### src/rtl/cla_pkg.sv
// rtl/cla_pkg.sv - shared constants, group-count helper and S1 payload type for cla_carry_pipe
package cla_pkg;

  localparam int CLA_GROUP = 4;

  function automatic int cla_num_groups(input int width);
    return width / CLA_GROUP;
  endfunction

  // One lookahead group's share of the S1 payload.
  typedef struct packed {
    logic [CLA_GROUP-1:0] p;
    logic [CLA_GROUP-1:0] g;
    logic                 pg;
    logic                 gg;
  } cla_s1_grp_t;

endpackage

### src/rtl/cla_group4.sv
// rtl/cla_group4.sv - combinational 4-bit carry-lookahead group: bit carries, group P and G
module cla_group4
  import cla_pkg::*;
(
  input  logic [CLA_GROUP-1:0] i_p,
  input  logic [CLA_GROUP-1:0] i_g,
  input  logic                 i_c,
  output logic [CLA_GROUP-1:0] o_c,
  output logic                 o_pg,
  output logic                 o_gg
);

  assign o_c[0] = i_c;
  assign o_c[1] = i_g[0] | (i_p[0] & i_c);
  assign o_c[2] = i_g[1] | (i_p[1] & i_g[0]) | (i_p[1] & i_p[0] & i_c);
  assign o_c[3] = i_g[2] | (i_p[2] & i_g[1]) | (i_p[2] & i_p[1] & i_g[0])
                | (i_p[2] & i_p[1] & i_p[0] & i_c);

  assign o_pg = &i_p;
  assign o_gg = i_g[3] | (i_p[3] & i_g[2]) | (i_p[3] & i_p[2] & i_g[1])
              | (i_p[3] & i_p[2] & i_p[1] & i_g[0]);

endmodule

### src/rtl/cla_carry_pipe.sv
// rtl/cla_carry_pipe.sv - two-stage carry-lookahead front end; CLA_OVF_EN adds signed overflow output ovf_o
module cla_carry_pipe
  import cla_pkg::*;
#(
  parameter int WIDTH = 16
) (
  input  logic             clk,
  input  logic             rst,
  input  logic             in_valid,
  output logic             in_ready,
  input  logic [WIDTH-1:0] a_i,
  input  logic [WIDTH-1:0] b_i,
  input  logic             cin_i,
  output logic             out_valid,
  input  logic             out_ready,
  output logic [WIDTH-1:0] p_o,
  output logic [WIDTH-1:0] c_o,
  output logic             cout_o
`ifdef CLA_OVF_EN
  ,
  output logic             ovf_o
`endif
);

  localparam int NG = cla_num_groups(WIDTH);

  logic [WIDTH-1:0]       w_p;
  logic [WIDTH-1:0]       w_g;
  logic [WIDTH-1:0]       w_s1_c;
  logic [NG-1:0]          w_pg;
  logic [NG-1:0]          w_gg;
  cla_s1_grp_t [NG-1:0]   w_s1_grp;

  cla_s1_grp_t [NG-1:0]   r_s1_grp;
  logic                   r_s1_cin;
  logic                   r_s1_valid;

  logic [NG:0]            w_gc;
  logic [WIDTH-1:0]       w_s2_p;
  logic [WIDTH-1:0]       w_c;
  logic [NG-1:0]          w_s2_pg;
  logic [NG-1:0]          w_s2_gg;

  logic                   r_out_valid;
  logic [WIDTH-1:0]       r_p;
  logic [WIDTH-1:0]       r_c;
  logic                   r_cout;

  logic                   w_s1_en;
  logic                   w_s2_en;
  logic                   w_unused;

  assign w_p = a_i ^ b_i;
  assign w_g = a_i & b_i;

  // The same group cell serves both stages: S1 keeps only PG/GG, S2 only the bit carries.
  for (genvar k = 0; k < NG; k++) begin : g_grp
    cla_group4 u_s1 (
      .i_p  (w_p[k*CLA_GROUP +: CLA_GROUP]),
      .i_g  (w_g[k*CLA_GROUP +: CLA_GROUP]),
      .i_c  (1'b0),
      .o_c  (w_s1_c[k*CLA_GROUP +: CLA_GROUP]),
      .o_pg (w_pg[k]),
      .o_gg (w_gg[k])
    );

    assign w_s1_grp[k].p  = w_p[k*CLA_GROUP +: CLA_GROUP];
    assign w_s1_grp[k].g  = w_g[k*CLA_GROUP +: CLA_GROUP];
    assign w_s1_grp[k].pg = w_pg[k];
    assign w_s1_grp[k].gg = w_gg[k];

    assign w_s2_p[k*CLA_GROUP +: CLA_GROUP] = r_s1_grp[k].p;

    cla_group4 u_s2 (
      .i_p  (r_s1_grp[k].p),
      .i_g  (r_s1_grp[k].g),
      .i_c  (w_gc[k]),
      .o_c  (w_c[k*CLA_GROUP +: CLA_GROUP]),
      .o_pg (w_s2_pg[k]),
      .o_gg (w_s2_gg[k])
    );
  end

  always_comb begin
    w_gc    = '0;
    w_gc[0] = r_s1_cin;
    for (int k = 0; k < NG; k++) begin
      w_gc[k+1] = r_s1_grp[k].gg | (r_s1_grp[k].pg & w_gc[k]);
    end
  end

  assign w_unused = ^{w_s1_c, w_s2_pg, w_s2_gg};

  assign w_s2_en  = !r_out_valid || out_ready;
  assign w_s1_en  = !r_s1_valid || w_s2_en;
  assign in_ready = w_s1_en;

  always_ff @(posedge clk) begin
    if (rst) begin
      r_s1_valid  <= 1'b0;
      r_s1_grp    <= '0;
      r_s1_cin    <= 1'b0;
      r_out_valid <= 1'b0;
      r_p         <= '0;
      r_c         <= '0;
      r_cout      <= 1'b0;
    end else begin
      if (w_s1_en) begin
        r_s1_valid <= in_valid;
        if (in_valid) begin
          r_s1_grp <= w_s1_grp;
          r_s1_cin <= cin_i;
        end
      end
      if (w_s2_en) begin
        r_out_valid <= r_s1_valid;
        if (r_s1_valid) begin
          r_p    <= w_s2_p;
          r_c    <= w_c;
          r_cout <= w_gc[NG];
        end
      end
    end
  end

  assign out_valid = r_out_valid;
  assign p_o       = r_p;
  assign c_o       = r_c;
  assign cout_o    = r_cout;

`ifdef CLA_OVF_EN
  logic r_ovf;

  always_ff @(posedge clk) begin
    if (rst) begin
      r_ovf <= 1'b0;
    end else if (w_s2_en && r_s1_valid) begin
      r_ovf <= w_c[WIDTH-1] ^ w_gc[NG];
    end
  end

  assign ovf_o = r_ovf;
`endif

endmodule

### config.mk
export PLATFORM = sky130hd
export DESIGN_NAME = cla_carry_pipe
export DESIGN_NICKNAME = d
export VERILOG_FILES = /design/src/rtl/cla_pkg.sv /design/src/rtl/cla_group4.sv /design/src/rtl/cla_carry_pipe.sv
export SDC_FILE = /design/constraint.sdc
export NUM_CORES = 1
export LEC_CHECK = 0
export BUFFER_PORTS_ARGS = -buffer_cell sky130_fd_sc_hd__clkbuf_2
export CAP_MARGIN = 20
export CORE_UTILIZATION = 30
export DETAILED_ROUTE_END_ITERATION = 10
export PLACE_DENSITY = 0.6
export SETUP_SLACK_MARGIN = 0.1
export SYNTH_ARGS = -nofsm -noshare
export SYNTH_HDL_FRONTEND = slang
export SYNTH_SLANG_ARGS = --single-unit
### constraint.sdc
create_clock -name clk -period 3.1 [get_ports clk]
set_input_delay 0.155 -clock clk [delete_from_list [all_inputs] [get_ports clk]]
set_output_delay 0.155 -clock clk [all_outputs]
set_load 0.005 [all_outputs]
# Word-level counts from Yosys, hierarchy flattened
# Cells that the tools add are included.
[word_totals]
ff_bits = 72
out_inout_bits = 35
[op_classes]
bitwise = 102
reduce_logical = 10
[ops]
columns = ["operator", "count"]
rows = [
  ["AND 1 bit", 60],
  ["OR 1 bit", 40],
  ["AND 16 bit", 1],
  ["AND reduction 4 bit", 4],
  ["bitwise XOR 16 bit", 1],
  ["AND reduction 2 bit", 2],
  ["zero test 1 bit", 2],
  ["logical OR 1 bit", 2],
]

# Longest topological paths before layout
[logic_depth]
word_depth = 8
ltp_mapped = 6

# By module
# A second synthesis with hierarchy kept.
[unflattened]
cells_unflattened = 445
hier_area_um2 = 3814.9
[modules_own_cells]
columns = ["mod", "instances", "cells_per_inst", "area_per_inst_um2"]
rows = [
  ["cla_carry_pipe", 1, 365, 3284.4],
  ["cla_group4", 8, 10, 66.3],
]

# Worst setup path after synthesis
# OpenSTA, ideal clock, no wires.
[synth_path]
kind = "register to register"
startpoint = "reg r_out_valid, in the netlist out_valid"
endpoint = "reg r_p[1], in the netlist p_o[1]"
setup_time_ps = 135
t_arrival_ps = 1044
setup_slack_ps = 1921
path_stages_with_launch = 7
path_buffers = 2
period_less_slack_ps = 1179
path_cell_list = "dfxtp_1 -> nand2b_1 -> and2_1 -> buf_4 -> buf_4 -> nand2_1 -> a21oi_1"
[synth_between]
elab_chain_len = 3
[synth_rtl]
columns = ["item", "line", "rtl"]
rows = [
  ["from (decl)", "cla_carry_pipe.sv:44", "logic r_out_valid;"],
  ["from (signal assigned)", "cla_carry_pipe.sv:116", "r_out_valid <= r_s1_valid;"],
  ["zero test 1 bit", "cla_carry_pipe.sv:94", "assign w_s2_en = !r_out_valid || out_ready;"],
  ["logical OR 1 bit", "cla_carry_pipe.sv:94", ""],
  ["AND reduction 2 bit (no source line)", "-", ""],
  ["to (signal assigned)", "cla_carry_pipe.sv:118", "r_p <= w_s2_p;"],
  ["to (decl)", "cla_carry_pipe.sv:45", "logic [WIDTH-1:0] r_p;"],
]
# Every way passes these cells.
# A chain may end at the register's enable or synchronous reset.

# Worst setup path in the final report
[layout_path]
startpoint = "reg r_out_valid, in the netlist out_valid"
endpoint = "reg r_c[2], in the netlist c_o[2]"
[layout_between]
elab_chain_len = 3
[layout_rtl]
columns = ["item", "line", "rtl"]
rows = [
  ["zero test 1 bit", "cla_carry_pipe.sv:94", ""],
  ["logical OR 1 bit", "cla_carry_pipe.sv:94", ""],
  ["AND reduction 2 bit (no source line)", "-", ""],
  ["to (signal assigned)", "cla_carry_pipe.sv:119", "r_c <= w_c;"],
  ["to (decl)", "cla_carry_pipe.sv:46", "logic [WIDTH-1:0] r_c;"],
]
# Every way passes these cells.

==> results.toml <==
[worst_setup_path]
cp-end-kind = "flop"
worstSetupStartpointType = "flop"
crit_chain = "nand2b_1 > and2_1 > buf_4 > nand2_1 > a21oi_1"
worstPathMaxFanout = 27
cp_data_arrival_time_ns = 2.03
cp_slowest_cell = "and2_1"
crit_type = "reg2reg"
max_stage_delay_ns = 0.71
reg2reg_setup_slack_ns = 1.33
critPathTopFamily = "simple AND/OR/NAND/NOR gates"
path_buf_inv = 1
cp.required_ns = 3.36

[yosys]
netlist_instances = 363
syn-cell-area_um2 = 3020
synth_top_area_share_pct = 47.7
synth_edf_count = 0
synth_top_flop_cell = "dfxtp_1"
ys_types = 28
async_reset_ff_share_pct = 0
avgSynthCellArea_um2 = 8.32
ys_top_cells_by_area = "dfxtp_1 (48%), nand2_1 (13%), a21oi_1 (10%)"
synthTopCellsByCount = "nand2_1 (107), dfxtp_1 (72), a21oi_1 (63)"
syn-num-nets = 416
ys_warn_count = 0
synth-seq-cells = 72
synth_seq_area_share_pct = 47.7
synth_most_common_cell = "nand2_1"
synth_top_cell_by_area = "dfxtp_1"

[sta]
min_period_over_period_pct = 57.0
setup_ws_ns = 1.33
clock_skew_ns = 0.00904
max_slew_margin_pct = 35.0
timing.final.crit_period_ns = 1.77
rsz0062_at_grt = "no"
max_freq_mhz = 566
hold_ws_ns = 0.0571
drv_slew = 0
timing.setup.tns_ns = 0
hold_viol = 0
worst_pin_slew_ns = 0.973
setup_violations = 0

[layout]
fin_nets = 479
drive_gt1_share_pct = 23.2
fin_area_um2 = 3680
area_growth_pct = 21.7
n_antenna_cell = 0
finish.utilization_pct = 37.6
final_cells = 564

[clock_network]
path_clk_slew_ns = 0.08
cts_tree = "done"
cts_resized = 0
root_buffer = "clkbuf_8"
cts_hold_buf = 0
htreeDepth = 3
clock_path_buffers = 2
clkSinkCount = 72
clk_latency_ns = 0.34
cts_made_buffers = 9
postCtsSetupRepairBufs = 0

[routing]
wl_met1_um = 3540
drt_first_pass_iters = 4
wl_per_cell_um = 12.2
wl_met2_um = 2830
dr_wl_met3_um = 458
ant_nets = 0
top_layer = "met4"
routed_wirelength_um = 6910
drc = 0
drtIter0Drc = 175
vias = 2608
vias_per_cell = 4.62

[floorplanning]
die_x_um = 102
dieArea_um2 = 10500
initial_core_util_pct = 30.9
die_y_um = 102
ios = 72
row_count = 36
core_um2 = 9770

[global_routing]
grt_max_degree = 39
track_usage_pct = 13.6
grt_pass1_wl_um = 11200
antenna_found_initial = 0
grt_pass1_vias = 2382
grt-ovfl-total = 0

[power]
p_total_mw = 2.15
powerDensity_nw_per_um2 = 586
leakage_nw = 1.54
p_comb_share_pct = 10.6
switching_share_pct = 23.6
pwr-share-seq_pct = 46.9
p_switching_mw = 0.508
p_clk_share_pct = 42.5
peakVddDrop_mv = 0.192
p_int_mw = 1.64

[flow_run]
max_cap_violations = 0

[worst_hold_path]
hold_class = "in2reg"

[place]
place_area_um2 = 3420
port_buffers = 71
gp_congestion = 0.779
place_ws_ns = 1.34
dp.cells = 548
hpwlAfterDp_um = 4980

[outcome]
status = "finished clean"
## power by group through the flow
| stage | clock network (mW) | registers [mW] | logic [mW] |
|---|---|---|---|
| after floorplan | 0 | 1.02 | 0.156 |
| after global placement | 0 | 1.03 | 0.224 |
| after detailed placement | 0 | 1.03 | 0.227 |
| after CTS | 0.932 | 1.01 | 0.228 |
| after global routing | 0.974 | 1.01 | 0.260 |
| final | 0.916 | 1.01 | 0.228 |
## per-layer routing
metal  vias up  GRT usage [%]
li1       1358              -
met1      1165           19.8
met2        78           18.9
met3         7           3.42
met4         0           5.60
met5         -              0
## registers in the layout, summed over array words and instances (netlist names)
register,count
p_o,16
r_s1_cin,1
r_s1_valid,1
r_s1_grp,36
out_valid,1
c_o,16
cout_o,1
## path summary, 6_finish.rpt
check | from | endpoint | depth (start not counted)
setup / recovery | out_valid | c_o[2] | 5
hold reg to reg | r_s1_grp[33] | r_s1_grp[33] | 2
hold / removal | cin_i | r_s1_cin | 3
setup reg to reg | out_valid | c_o[2] | 5
## layout make-up
cell class	instances	area [um2]
Clock inverter	5	103
Sequential cell	72	1440
Tap cell	133	166
Multi-Input combinational cell	266	1430
Fill cell	1034	6100
Timing Repair Buffer	74	378
Clock buffer	11	151
Inverter	3	11.3
## cells in the final DEF, fill, tap and decap left out, types with 2 or more instances in the layout
master / netlist / final
o21ai_0: 6 / 6
and4_1: 4 / 4
a21oi_1: 63 / 63
dfxtp_1: 72 / 72
nor3_1: 11 / 11
clkbuf_8: 0 / 11
ha_1: 16 / 16
nand2_1: 107 / 107
nor2b_1: 4 / 4
clkbuf_2: 0 / 71
a211oi_1: 11 / 11
nor2_1: 26 / 26
a21o_2: 2 / 2
a211oi_2: 2 / 2
bufinv_16: 0 / 3
inv_1: 3 / 3
and2_1: 2 / 2
buf_4: 2 / 3
a21o_1: 3 / 3
## tightest hold or removal path: stages
cell      delay (ns)
clkbuf_2        0.09
nand2_1         0.06
a21oi_1         0.05
## cell families (layout without fill, tap and decap cells)
logic type	Yosys count	in the layout	share of synthesized area, %
adder cells (fa/ha/maj)	16	16	6.63
AND/OR/NAND/NOR	158	158	22.2
AO/OA/AOI/OAI	92	92	18.4
buffers and inverters	25	93	5.10
flip-flops	72	72	47.7
(Power assumes the default switching activity.)
